### src/rtl/srff_bank_ctrl_if.sv
// Bundle between the SR-bank sequencer, its requesters and the external flop bank.
// The master side drives requests and flop feedback; the slave side is the sequencer.
interface srff_bank_ctrl_if #(
    parameter int NREQ  = 4,
    parameter int NFLAG = 8,
    parameter int IW    = 3
);
    logic [NREQ-1:0]    req;
    logic [2*NREQ-1:0]  op;
    logic [IW*NREQ-1:0] idx;
    logic [NREQ-1:0]    gnt;
    logic [NFLAG-1:0]   s_out;
    logic [NFLAG-1:0]   r_out;
    logic [NFLAG-1:0]   q_in;
    logic               busy;
    logic               done;
    logic               err;
    logic [7:0]         err_cnt;

    modport master (
        output req, op, idx, q_in,
        input  gnt, s_out, r_out, busy, done, err, err_cnt
    );

    modport slave (
        input  req, op, idx, q_in,
        output gnt, s_out, r_out, busy, done, err, err_cnt
    );
endinterface

### src/rtl/srff_bank_ctrl.sv
// Round-robin sequencer that pulses set/reset onto a bank of external SR flops and
// verifies the flop output one cycle later; S and R are never driven together.
module srff_bank_ctrl #(
    parameter int NREQ  = 4,
    parameter int NFLAG = 8,
    parameter int IW    = 3
) (
    input  logic             clk,
    input  logic             rst_n,
    srff_bank_ctrl_if.slave  bus
);
    localparam int PW = $clog2(NREQ);

    localparam logic [1:0] IDLE  = 2'd0;
    localparam logic [1:0] GRANT = 2'd1;
    localparam logic [1:0] APPLY = 2'd2;
    localparam logic [1:0] CHECK = 2'd3;

    localparam logic [1:0] CLS_HOLD = 2'd0;
    localparam logic [1:0] CLS_SET  = 2'd1;
    localparam logic [1:0] CLS_RST  = 2'd2;
    localparam logic [1:0] CLS_ILL  = 2'd3;

    logic [1:0]       state_r;
    logic [PW-1:0]    ptr_r;
    logic [1:0]       op_r;
    logic [IW-1:0]    idx_r;
    logic [1:0]       cls_r;
    logic [NREQ-1:0]  gnt_r;
    logic [NFLAG-1:0] s_r;
    logic [NFLAG-1:0] r_r;
    logic             busy_r;
    logic             done_r;
    logic             err_r;
    logic [7:0]       err_cnt_r;

    logic             found_s;
    logic [PW-1:0]    win_s;
    logic [PW-1:0]    ptr_nxt_s;
    logic [NREQ-1:0]  win_oh_s;
    logic [1:0]       win_op_s;
    logic [IW-1:0]    win_idx_s;
    logic [NFLAG-1:0] sel_s;
    logic [1:0]       cls_nxt_s;
    logic             q_bit_s;
    logic             chk_ok_s;

    function automatic int wrap_idx(input int v);
        if (v >= NREQ) begin
            return v - NREQ;
        end else begin
            return v;
        end
    endfunction

    // round-robin search starting at the pointer, plus the winner's command fields
    always_comb begin
        found_s   = 1'b0;
        win_s     = '0;
        win_oh_s  = '0;
        for (int k = 0; k < NREQ; k++) begin
            if (!found_s && bus.req[wrap_idx(int'(ptr_r) + k)]) begin
                found_s = 1'b1;
                win_s   = PW'(wrap_idx(int'(ptr_r) + k));
            end else begin
                found_s = found_s;
            end
        end
        for (int i = 0; i < NREQ; i++) begin
            win_oh_s[i] = (int'(win_s) == i);
        end
        ptr_nxt_s = (int'(win_s) == NREQ - 1) ? '0 : win_s + PW'(1);
        win_op_s  = bus.op[2*int'(win_s) +: 2];
        win_idx_s = bus.idx[IW*int'(win_s) +: IW];
    end

    // decode the captured command and its target flag
    always_comb begin
        sel_s = '0;
        for (int f = 0; f < NFLAG; f++) begin
            sel_s[f] = (int'(idx_r) == f);
        end
        if (op_r == 2'b11 || int'(idx_r) >= NFLAG) begin
            cls_nxt_s = CLS_ILL;
        end else if (op_r == 2'b01) begin
            cls_nxt_s = CLS_SET;
        end else if (op_r == 2'b10) begin
            cls_nxt_s = CLS_RST;
        end else begin
            cls_nxt_s = CLS_HOLD;
        end
        q_bit_s = |(bus.q_in & sel_s);
        case (cls_r)
            CLS_SET:  chk_ok_s = q_bit_s;
            CLS_RST:  chk_ok_s = !q_bit_s;
            CLS_HOLD: chk_ok_s = 1'b1;
            default:  chk_ok_s = 1'b0;
        endcase
    end

    // sequencer FSM; pulse outputs default low every cycle
    always_ff @(posedge clk or negedge rst_n) begin
        if (!rst_n) begin
            state_r   <= IDLE;
            ptr_r     <= '0;
            op_r      <= 2'b00;
            idx_r     <= '0;
            cls_r     <= CLS_HOLD;
            gnt_r     <= '0;
            s_r       <= '0;
            r_r       <= '0;
            busy_r    <= 1'b0;
            done_r    <= 1'b0;
            err_r     <= 1'b0;
            err_cnt_r <= 8'd0;
        end else begin
            gnt_r  <= '0;
            s_r    <= '0;
            r_r    <= '0;
            done_r <= 1'b0;
            err_r  <= 1'b0;
            case (state_r)
                IDLE: begin
                    if (|bus.req) begin
                        state_r <= GRANT;
                        busy_r  <= 1'b1;
                        gnt_r   <= win_oh_s;
                        op_r    <= win_op_s;
                        idx_r   <= win_idx_s;
                        ptr_r   <= ptr_nxt_s;
                    end else begin
                        state_r <= IDLE;
                        busy_r  <= 1'b0;
                    end
                end
                GRANT: begin
                    state_r <= APPLY;
                    busy_r  <= 1'b1;
                    cls_r   <= cls_nxt_s;
                    s_r     <= (cls_nxt_s == CLS_SET) ? sel_s : '0;
                    r_r     <= (cls_nxt_s == CLS_RST) ? sel_s : '0;
                end
                APPLY: begin
                    state_r <= CHECK;
                    busy_r  <= 1'b1;
                end
                CHECK: begin
                    done_r <= chk_ok_s;
                    err_r  <= !chk_ok_s;
                    if (!chk_ok_s && err_cnt_r != 8'hFF) begin
                        err_cnt_r <= err_cnt_r + 8'd1;
                    end else begin
                        err_cnt_r <= err_cnt_r;
                    end
                    // back-to-back: arbitrate straight out of CHECK
                    if (|bus.req) begin
                        state_r <= GRANT;
                        busy_r  <= 1'b1;
                        gnt_r   <= win_oh_s;
                        op_r    <= win_op_s;
                        idx_r   <= win_idx_s;
                        ptr_r   <= ptr_nxt_s;
                    end else begin
                        state_r <= IDLE;
                        busy_r  <= 1'b0;
                    end
                end
                default: begin
                    state_r <= IDLE;
                    busy_r  <= 1'b0;
                end
            endcase
        end
    end

    assign bus.gnt     = gnt_r;
    assign bus.s_out   = s_r;
    assign bus.r_out   = r_r;
    assign bus.busy    = busy_r;
    assign bus.done    = done_r;
    assign bus.err     = err_r;
    assign bus.err_cnt = err_cnt_r;
endmodule

### src/flat_wrapper.sv
// flat-port wrapper written by rule: the top's interface ports become plain ports
module srff_bank_ctrl_flat 
#(
    parameter int NREQ  = 4,
    parameter int NFLAG = 8,
    parameter int IW    = 3
)
  (clk, rst_n, bus_req, bus_op, bus_idx, bus_q_in, bus_gnt, bus_s_out, bus_r_out, bus_busy, bus_done, bus_err, bus_err_cnt);
  srff_bank_ctrl_if #(.NREQ(NREQ), .NFLAG(NFLAG), .IW(IW)) bus_i ();
  input  logic clk;
  input  logic rst_n;
  input wire logic [$bits(bus_i.req)-1:0] bus_req;
  input wire logic [$bits(bus_i.op)-1:0] bus_op;
  input wire logic [$bits(bus_i.idx)-1:0] bus_idx;
  input wire logic [$bits(bus_i.q_in)-1:0] bus_q_in;
  output wire logic [$bits(bus_i.gnt)-1:0] bus_gnt;
  output wire logic [$bits(bus_i.s_out)-1:0] bus_s_out;
  output wire logic [$bits(bus_i.r_out)-1:0] bus_r_out;
  output wire logic [$bits(bus_i.busy)-1:0] bus_busy;
  output wire logic [$bits(bus_i.done)-1:0] bus_done;
  output wire logic [$bits(bus_i.err)-1:0] bus_err;
  output wire logic [$bits(bus_i.err_cnt)-1:0] bus_err_cnt;
  assign bus_i.req = bus_req;
  assign bus_i.op = bus_op;
  assign bus_i.idx = bus_idx;
  assign bus_i.q_in = bus_q_in;
  assign bus_gnt = bus_i.gnt;
  assign bus_s_out = bus_i.s_out;
  assign bus_r_out = bus_i.r_out;
  assign bus_busy = bus_i.busy;
  assign bus_done = bus_i.done;
  assign bus_err = bus_i.err;
  assign bus_err_cnt = bus_i.err_cnt;
  srff_bank_ctrl #(.NREQ(NREQ), .NFLAG(NFLAG), .IW(IW)) u_core (.clk(clk), .rst_n(rst_n), .bus(bus_i));
endmodule
### config.mk
export PLATFORM = sky130hd
export DESIGN_NAME = srff_bank_ctrl_flat
export DESIGN_NICKNAME = d
export VERILOG_FILES = /design/src/rtl/srff_bank_ctrl_if.sv /design/src/rtl/srff_bank_ctrl.sv /design/src/flat_wrapper.sv
export SDC_FILE = /design/constraint.sdc
export NUM_CORES = 1
export LEC_CHECK = 0
export CAP_MARGIN = 0
export CORE_UTILIZATION = 45
export CTS_CLUSTER_DIAMETER = 80
export CTS_CLUSTER_SIZE = 20
export DETAILED_ROUTE_END_ITERATION = 7
export PLACE_DENSITY = 0.8
export SYNTH_ARGS = -nofsm -noshare
export SYNTH_HDL_FRONTEND = slang
export SYNTH_SLANG_ARGS = --single-unit
### constraint.sdc
create_clock -name clk -period 2.3 [get_ports clk]
set_input_delay 0.23 -clock clk [delete_from_list [all_inputs] [get_ports clk]]
set_output_delay 0.23 -clock clk [all_outputs]
set_load 0.005 [all_outputs]
==> results of run 1 <==
==> cells in the final DEF, fill, tap and decap left out, types with 2 or more instances in the layout <==
| master | n |
|---|---|
| clkdlybuf4s50_1 | 63 |
| dfrtp_1 | 42 |
| nor2_1 | 21 |
| nand2_1 | 17 |
| mux2i_1 | 15 |
| inv_1 | 10 |
| o221ai_1 | 7 |
| nor3_1 | 6 |
| ha_1 | 6 |
| clkbuf_8 | 6 |
| nand3_1 | 5 |
| xor2_1 | 5 |
| nand2b_1 | 4 |
| mux2_2 | 3 |
| a21oi_1 | 2 |
| and2_1 | 2 |
| o211ai_1 | 2 |
| nor3_2 | 2 |
| o21ai_0 | 2 |
==> worst min path at each step <==
stage                     startpoint                          end  slack [ps]  depth (start not counted)
after floorplan                rst_n    u_core.bus.busy$_DFF_PN0_         -70                          0
after global placement         rst_n  u_core.bus.gnt[2]$_DFF_PN0_         410                          1
after detailed placement       rst_n  u_core.bus.gnt[2]$_DFF_PN0_         410                          1
after CTS                      rst_n  u_core.bus.gnt[1]$_DFF_PN0_          90                          1
after global routing           rst_n  u_core.bus.gnt[1]$_DFF_PN0_         140                          1
final                          rst_n  u_core.bus.gnt[1]$_DFF_PN0_          60                          1
==> power by group <==
part,internal [W],switching [W]
clock,0.000242,0.000232
combinational,0.000642,0.000569
sequential,0.000962,0.000253
total,0.00185,0.00105
==> flip-flops by register name (all words and copies together), names as in the netlist <==
name	flops
u_core.op_r	2
u_core.bus.done	1
u_core.bus.gnt	4
u_core.state_r	2
u_core.bus.r_out	8
u_core.bus.busy	1
u_core.bus.s_out	8
u_core.bus.err_cnt	8
u_core.cls_r	2
u_core.idx_r	3
u_core.bus.err	1
u_core.ptr_r	2
==> critical path, cell delays in order, from the launching register on <==
cell and delay (ps):
dfrtp_1 550, mux2i_1 130, mux4_2 520, mux2i_1 180
nor3_1 210, mux2_2 350
==> logic make-up after synthesis <==
group | synth area share
compound gates | 0.0628
xor+xnor | 0.0278
fa+ha+maj | 0.0397
buf+inv | 0.0351
flops | 0.556
mux | 0.117
simple gates | 0.162
==> metal layers <==
metal,global-route usage,vias up,part of all wire
li1,-,712,-
met1,0.241,692,0.44
met2,0.299,57,0.48
met3,0.0394,7,0.054
met4,0.0957,0,0.022
met5,0,-,0
==> area by class of cell <==
type                            instances  share of cell area
Sequential cell                        42               0.395
Clock buffer                            7              0.0325
Tap cell                               50              0.0235
Timing Repair Buffer                   65               0.242
Clock inverter                          1             0.00188
Multi-Input combinational cell        112               0.291
Inverter                               10              0.0141
==> through the flow <==
| step | util | worst slack [ps] | area (sq um) | hold slack (ps) |
|---|---|---|---|---|
| 3_3_place_gp | 0.638 | 186 | 2570 | 408 |
| 2_1_floorplan | - | 401 | 1890 | -65.6 |
| 3_5_place_dp | 0.638 | 156 | 2570 | 406 |
| 4_1_cts | 0.660 | 249 | 2660 | 90.5 |
| 6_report | 0.660 | 248 | 2660 | 61.0 |
| 5_1_grt | 0.660 | 176 | 2660 | 140 |
==> results.md, run 1 <==
* Lkg Pwr at ~1.2 nW
* Worst-margin pin slew at 899 ps
* First-pass GRT wire length at between 6000 and 7000 um
* N_diodes at 0
* Post-DP HPWL at about 2700 um
* Via/cell ratio at around 5.1
* GR Overflow Total at 0
* Hold Violations, Final at 0
* F_max at roughly 490 MHz
* Cts hold-fix bufs at 0
* Hold Path Class: in -> async
* Tot Pwr at ~0.0029 W
* Vias in the first global route at ~1.4k
* Routed Antenna Nets at 0
* Layout Cells excl Fill at about 290
* Status: finished, final reports clean
* DRT iter0 DRCs at between 90 and 100
* Htree depth at 2
* Worst Reg2Reg Path Length in Cells at 5
* Multi-input gate area at 774 sq um
* Layout cells sized above 1 at 0.0717
* Placer Congestion at between 0.7 and 0.8
* Clock transition at path regs at 70 ps
* Post-CTS Setup Bufs at 0
* Sequential fraction of the synthesis area at 0.556
* Biggest area consumer among synthesized cells: dfrtp_1
* Cell Area, Synth at about 0.0019 sq mm
* FF+latch count, synth at 42
* Top cells by count, synth: dfrtp_1 (42), nor2_1 (21), nand2_1 (17)
* DRC viols at 0
* Warnings from Yosys at 0
* Maximum capacitance violations at 0
* Post-synth top area share at 0.556
* Reg area at around 0.0011 sq mm
* Element type at the critical path end: flip-flop
* # IOs at 65
* Die area at 0.00447 sq mm
* Maximum vdd drop at approximately 0.65 mV
* Post-Route Skew at between 3 and 4 ps
* Power density cells at approximately 1100 mW/mm^2
* Async SR Flop Fraction at 1.00
* Reg2reg start: u_core.idx_r[0]$_DFFE_PN0P_
* Largest net degree at the start of global routing at 43
* Critical Path RT at 2480 ps
* Drt wl/cell at ~13 um
* Die height at between 60 and 70 um
* RSZ-0062 raised after global routing: false
* Clk root buf: clkbuf_8
* Crit path DAT at around 2200 ps
* Tcrit/Tclk final at 0.892
* Core ar. at 0.00403 sq mm
* Crit path time final at a little over 2000 ps
* Synth Instances at 169
* Initial Util at 0.470
* Setup TNS at 0 ps
* CP startpoint: u_core.idx_r[0]$_DFFE_PN0P_
* R2r endpoint: u_core.bus.err_cnt[6]$_DFFE_PN0P_
* Clock Path Buffers at 2
* TritonCTS clock tree: done
* Clk Latency, worst-skew pair at 290 ps
* Crit-path max FO at 9
* Number of buffers created by CTS at 5
* Syn-to-layout area delta at 40.6%
* GRT Util Overall at 0.188
* Final WL at ~3600 um
* Worst reg-to-reg setup slack at 250 ps
* Leading post-synthesis cells by cell area: dfrtp_1 (56%), mux2i_1 (7.9%), nor2_1 (4.2%)
* Clk sinks at 42
* Startpoint Class: flip-flop
* Syn Nets at about 210
* Die W at 66.8 um
* Initial antenna violation count at 0
* Unique cell type count in the Yosys netlist at 33
* Max-slew violations at 0
* EDFF count, synth at 0
* Router iterations before antenna repair at 4
* DR vias at about 1.5k
* Synth Flop Type: dfrtp_1
* Most frequent cell after synthesis: dfrtp_1
* Slew headroom at 0.401
* # port buffers at 64
* Layout fillers at around 330
* # nets final at 276
* Crit path to: u_core.bus.err_cnt[6]$_DFFE_PN0P_
* CTS resizes at 0
* Setup CP Type: reg -> reg
* # rows at 23
* Placed cells at around 280
* Avg Cell Area, Syn at between 10 and 15 sq um
* Setup violations, final at 0
Note: power is estimated with default switching activity, not from simulation.
==> inputs of run 2 (changes only) <==
Settings changed: CORE_UTILIZATION 45 to 34, PLACE_DENSITY 0.8 to default.
==> results.md, run 2 (synthesis gave the netlist of run 1 again) <==
* Post-DP HPWL at 2820 um (+4.6%)
* Gate power share at 0.428 (+0.010)
* Crit path time final at 2090 ps (+39.6 ps)
* Post-Route Skew at 9.83 ps (+6.07 ps)
* F_max at 478 MHz (-1.9%)
* Setup CP Type: reg -> reg
* Worst-margin pin slew at 483 ps (-416 ps)
* Drt wl/cell at 12.0 um (-4.3%)
* Layout cells sized above 1 at 0.0833 (+0.0116)
* Net Sw Frac at 0.373 (+0.00960)
* Die height at 76.6 um (+15%)
* Crit path DAT at 2280 ps (+50 ps)
* Routed Antenna Nets at 0 (unchanged)
* Die area at 0.00587 sq mm (+31%)
* # rows at 26 (+13%)
* Clock Path Buffers at 2 (unchanged)
* Via/cell ratio at 4.55 (-11%)
* Critical Path RT at 2480 ps (about the same)
* N_diodes at 0 (unchanged)
* Max-slew violations at 0 (unchanged)
* Setup violations, final at 0 (unchanged)
* Clk sinks at 42 (unchanged)
* Maximum capacitance violations at 0 (unchanged)
* Router iterations before antenna repair at 4 (unchanged)
* # IOs at 65 (unchanged)
* Placer Congestion at 0.714 (-2.9%)
* Reg power frac at 0.407 (-0.012)
* Syn-to-layout area delta at 43.3%
* Initial Util at 0.361 (-0.108)
* Setup TNS at 0 ps (unchanged)
* GRT Util Overall at 0.136 (-0.0520)
* Layout Cells excl Fill at 310 (+8.0%)
* Clock transition at path regs at 90 ps (+20 ps)
* Vias in the first global route at 1384 (+1.1%)
* DRT iter0 DRCs at 63 (-34%)
* Initial antenna violation count at 0 (unchanged)
* TritonCTS clock tree: done
* Commonest non-fill, non-tap cell in the layout: clkdlybuf4s50_1
* Commonest non-fill, non-tap cells in the layout: clkdlybuf4s50_1 (63), dfrtp_1 (42), nor2_1 (21)
* Clock share of power at 0.164 (about the same)
* DR vias at 1411 (-3.9%)
* Power density cells at 1080 mW/mm^2 (-1.0%)
* Hold Violations, Final at 0 (unchanged)
* Hold Path Class: in -> async
* Placed cells at 301 (+7.9%)
* # nets final at 279 (+1.1%)
* Final WL at 3730 um (+3.4%)
* Final hold slack at 415 ps (+354 ps)
* Switching power at 0.00109 W (+3.6%)
* Element type at the critical path end: flip-flop
* Lkg Pwr at 1.18 nW (+0.55%)
* Clk root buf: clkbuf_8
* RSZ-0062 raised after global routing: false
* Crit-path max FO at 9 (unchanged)
* DRC viols at 0 (unchanged)
* Internal power at 0.00183 W (-0.63%)
* Largest net degree at the start of global routing at 23 (-47%)
* Core ar. at 0.00524 sq mm (+30%)
* Tcrit/Tclk final at 0.909 (+0.0172)
* Tot Pwr at 0.00293 W (+0.89%)
* Startpoint Class: flip-flop
* Number of buffers created by CTS at 5 (unchanged)
* GR Overflow Total at 0 (unchanged)
* Die W at 76.6 um (+15%)
* # port buffers at 64 (unchanged)
* Clk Latency, worst-skew pair at 290 ps (about the same)
* Status: finished, final reports clean
* Post-CTS Setup Bufs at 0 (unchanged)
* Slew headroom at 0.678 (+0.277)
* Htree depth at 2 (unchanged)
* Maximum vdd drop at 0.602 mV (-6.8%)
* First-pass GRT wire length at 6300 um (+3.0%)
==> run 2: power by group through the flow <==
stage | registers, W | logic [W] | clock network (W)
6_report | 0.00119 | 0.00125 | 0.000481
2_1_floorplan | 0.00114 | 0.000840 | 0
4_1_cts | 0.00120 | 0.00127 | 0.000500
3_5_place_dp | 0.00121 | 0.00126 | 0
3_3_place_gp | 0.00121 | 0.00125 | 0
5_1_grt | 0.00124 | 0.00140 | 0.000530
==> run 2: worst paths after layout <==
kind | startpoint | end | depth (start not counted) | slack (ps)
max in group asynchronous | rst_n | u_core.bus.err_cnt[0]$_DFFE_PN0P_ | 3 | 1210
hold / removal | rst_n | u_core.bus.gnt[0]$_DFF_PN0_ | 2 | 420
hold reg to reg | u_core.bus.err_cnt[5]$_DFFE_PN0P_ | u_core.bus.err_cnt[5]$_DFFE_PN0P_ | 1 | 510
setup / recovery | u_core.idx_r[0]$_DFFE_PN0P_ | u_core.bus.err_cnt[6]$_DFFE_PN0P_ | 5 | 210
min in group clk | u_core.bus.err_cnt[5]$_DFFE_PN0P_ | u_core.bus.err_cnt[5]$_DFFE_PN0P_ | 1 | 510
setup reg to reg | u_core.idx_r[0]$_DFFE_PN0P_ | u_core.bus.err_cnt[6]$_DFFE_PN0P_ | 5 | 210
==> run 2: final cells by class <==
type                            instances  area (sq um)
Multi-Input combinational cell        112           774
Tap cell                               70          87.6
Timing Repair Buffer                   68           668
Fill cell                             476          2530
Sequential cell                        42          1050
Inverter                               10          37.5
Clock buffer                            5          68.8
Clock inverter                          3          23.8
==> run 2: through the flow <==
step	worst slack (ps)	util	instance area, sq um
global placement	173	0.498	2610
finish	209	0.518	2710
detailed placement	127	0.498	2610
global route	74.3	0.518	2710
floorplan	401	-	1890
CTS	206	0.518	2710
==> run 2: critical path: stages (launching register included) <==
cell and delay [ps]:
dfrtp_1 570, mux2i_1 130, mux4_2 520, mux2i_1 180, nor3_1 230, mux2_2 360
==> run 2: repair_timing <==
action                                 CTS  global route
gates resized for setup                  0             0
hold buffers                             1             0
endpoints found under the hold margin   21             0
==> run 2: metal layers <==
layer / up-vias / global-route usage / wire, um
li1: 719 / - / -
met3: 2 / 0.0479 / 228
met1: 640 / 0.175 / 1760
met4: 0 / 0.0442 / 20
met2: 50 / 0.214 / 1720
met5: - / 0 / 0
==> inputs of run 3 (changes only) <==
Settings changed: CORE_MARGIN from default to 5.
==> results.md, run 3 (synthesis gave the netlist of run 1 again) <==
* Slew headroom at 0.397 (-0.281)
* GRT Util Overall at 0.112 (-0.0245)
* Via/cell ratio at 4.59 (+0.92%)
* Post-Route Skew at 3.91 ps (-5.92 ps)
* Post-DP HPWL at 2960 um (+5.1%)
* Reg power frac at 0.383 (-0.024)
* First-pass GRT wire length at 6560 um (+4.1%)
* RSZ-0062 raised after global routing: false
* Critical Path RT at 2480 ps (about the same)
* Setup TNS at 0 ps (unchanged)
* TritonCTS clock tree: done
* Element type at the critical path end: flip-flop
* Placed cells at 302 (+0.33%)
* Clock Path Buffers at 2 (unchanged)
* Die height at 84.6 um (+10%)
* Clk sinks at 42 (unchanged)
* Internal power at 0.00205 W (+12%)
* DRC viols at 0 (unchanged)
* Power density cells at 1140 mW/mm^2 (+5.4%)
* Maximum vdd drop at 0.372 mV (-38%)
* Switching power at 0.00107 W (-2.0%)
* Startpoint Class: flip-flop
* Layout cells sized above 1 at 0.0798 (-0.00350)
* Post-CTS Setup Bufs at 0 (unchanged)
* Initial antenna violation count at 0 (unchanged)
* Core ar. at 0.00547 sq mm (+4.5%)
* Router iterations before antenna repair at 4 (unchanged)
* Max-slew violations at 0 (unchanged)
* # rows at 27 (+3.8%)
* GR Overflow Total at 0 (unchanged)
* Crit-path max FO at 9 (unchanged)
* Hold Violations, Final at 0 (unchanged)
* Drt wl/cell at 12.2 um (+1.4%)
* Layout Cells excl Fill at 310 (unchanged)
* Vias in the first global route at 1472 (+6.4%)
* Setup violations, final at 0 (unchanged)
* Clk root buf: clkbuf_8
* Die W at 84.6 um (+10%)
* Routed Antenna Nets at 0 (unchanged)
* Crit path DAT at 2240 ps (-40 ps)
* Number of buffers created by CTS at 5 (unchanged)
* Syn-to-layout area delta at 44.9%
* # port buffers at 64 (unchanged)
* Status: finished, final reports clean
* # IOs at 65 (unchanged)
* Crit path time final at 2060 ps (-34.1 ps)
* Commonest non-fill, non-tap cells in the layout: clkdlybuf4s50_1 (63), dfrtp_1 (42), nor2_1 (21)
* Worst-margin pin slew at 905 ps (+422 ps)
* # nets final at 277 (-0.72%)
* Final WL at 3780 um (+1.4%)
* Placer Congestion at 0.724 (+1.5%)
* Lkg Pwr at 1.20 nW (+1.6%)
* Clk Latency, worst-skew pair at 290 ps (about the same)
* DR vias at 1424 (+0.92%)
* Clock transition at path regs at 80 ps (about the same)
* CTS resizes at 0 (unchanged)
* Tcrit/Tclk final at 0.894 (-0.0148)
* F_max at 486 MHz (+1.7%)
* Initial Util at 0.346 (-0.0155)
* Net Sw Frac at 0.343 (-0.0302)
* Setup CP Type: reg -> reg
* Die area at 0.00716 sq mm (+22%)
* N_diodes at 0 (unchanged)
* Cts hold-fix bufs at 0 (-1)
* Commonest non-fill, non-tap cell in the layout: clkdlybuf4s50_1
* Htree depth at 2 (unchanged)
* DRT iter0 DRCs at 35 (-44%)
* Maximum capacitance violations at 0 (unchanged)
* Clock share of power at 0.222 (+0.058)
* Largest net degree at the start of global routing at 43 (+87%)
* Gate power share at 0.396 (-0.032)
* Hold Path Class: in -> async
==> run 3: cell count changes in the layout (fill, tap and decap cells not counted) <==
cell / change
clkinvlp_4: -2
dlygate4sd3_1: -1
bufinv_16: +2
clkinv_4: +1
inv_6: -1
buf_4: -1
==> run 3: worst paths after layout <==
path                                                   start                                end  slack (ps)  cells past startpoint
max                              u_core.idx_r[0]$_DFFE_PN0P_  u_core.bus.err_cnt[6]$_DFFE_PN0P_         240                      5
min                                                    rst_n  u_core.bus.err_cnt[3]$_DFFE_PN0P_          50                      1
max reg2reg                      u_core.idx_r[0]$_DFFE_PN0P_  u_core.bus.err_cnt[6]$_DFFE_PN0P_         240                      5
min reg2reg                u_core.bus.err_cnt[5]$_DFFE_PN0P_  u_core.bus.err_cnt[5]$_DFFE_PN0P_         500                      1
max in group asynchronous                              rst_n  u_core.bus.err_cnt[0]$_DFFE_PN0P_        1680                      1
min in group clk           u_core.bus.err_cnt[5]$_DFFE_PN0P_  u_core.bus.err_cnt[5]$_DFFE_PN0P_         500                      1
==> run 3: layout make-up <==
class                   instances  area (sq um)
fillers                       534          2730
flip-flops and latches         42          1050
multi-input cells             112           774
repair buffers                 66           651
well taps                      72          90.1
clock buffers                   5          68.8
clock inverters                 3          68.8
inverters                      10          37.5
==> run 3: stage by stage <==
step / utilization / total power [W] / hold slack [ps] / worst slack [ps] / area, sq um
2_1_floorplan: - / 0.00198 / -65.6 / 401 / 1890
6_report: 0.501 / 0.00312 / 52.3 / 243 / 2740
5_1_grt: 0.501 / 0.00338 / 139 / 107 / 2740
3_5_place_dp: 0.476 / 0.00248 / 422 / 144 / 2600
3_3_place_gp: 0.476 / 0.00245 / 414 / 172 / 2600
4_1_cts: 0.501 / 0.00317 / 97.0 / 216 / 2740
==> run 3: layer usage <==
metal  wire length (um)  share of wire  up-vias  global-route usage
li1                   -              -      718                   -
met1               1570           0.42      654               0.121
met2               1810           0.48       47               0.197
met3                339          0.090        5              0.0422
met4                 61          0.016        0              0.0432
met5                  0              0        -                   0
==> run 3: critical path, stage by stage (launching register included) <==
cell and delay [ps]:
dfrtp_1 500, mux2i_1 160, mux4_2 540, mux2i_1 170, nor3_1 220, mux2_2 350
==> run 3: power by group through the flow <==
stage / Combinational, W / Sequential [W] / Clock (W)
2_1_floorplan: 0.000840 / 0.00114 / 0
3_3_place_gp: 0.00125 / 0.00120 / 0
3_5_place_dp: 0.00126 / 0.00121 / 0
4_1_cts: 0.00127 / 0.00120 / 0.000707
5_1_grt: 0.00141 / 0.00124 / 0.000734
6_report: 0.00123 / 0.00119 / 0.000691
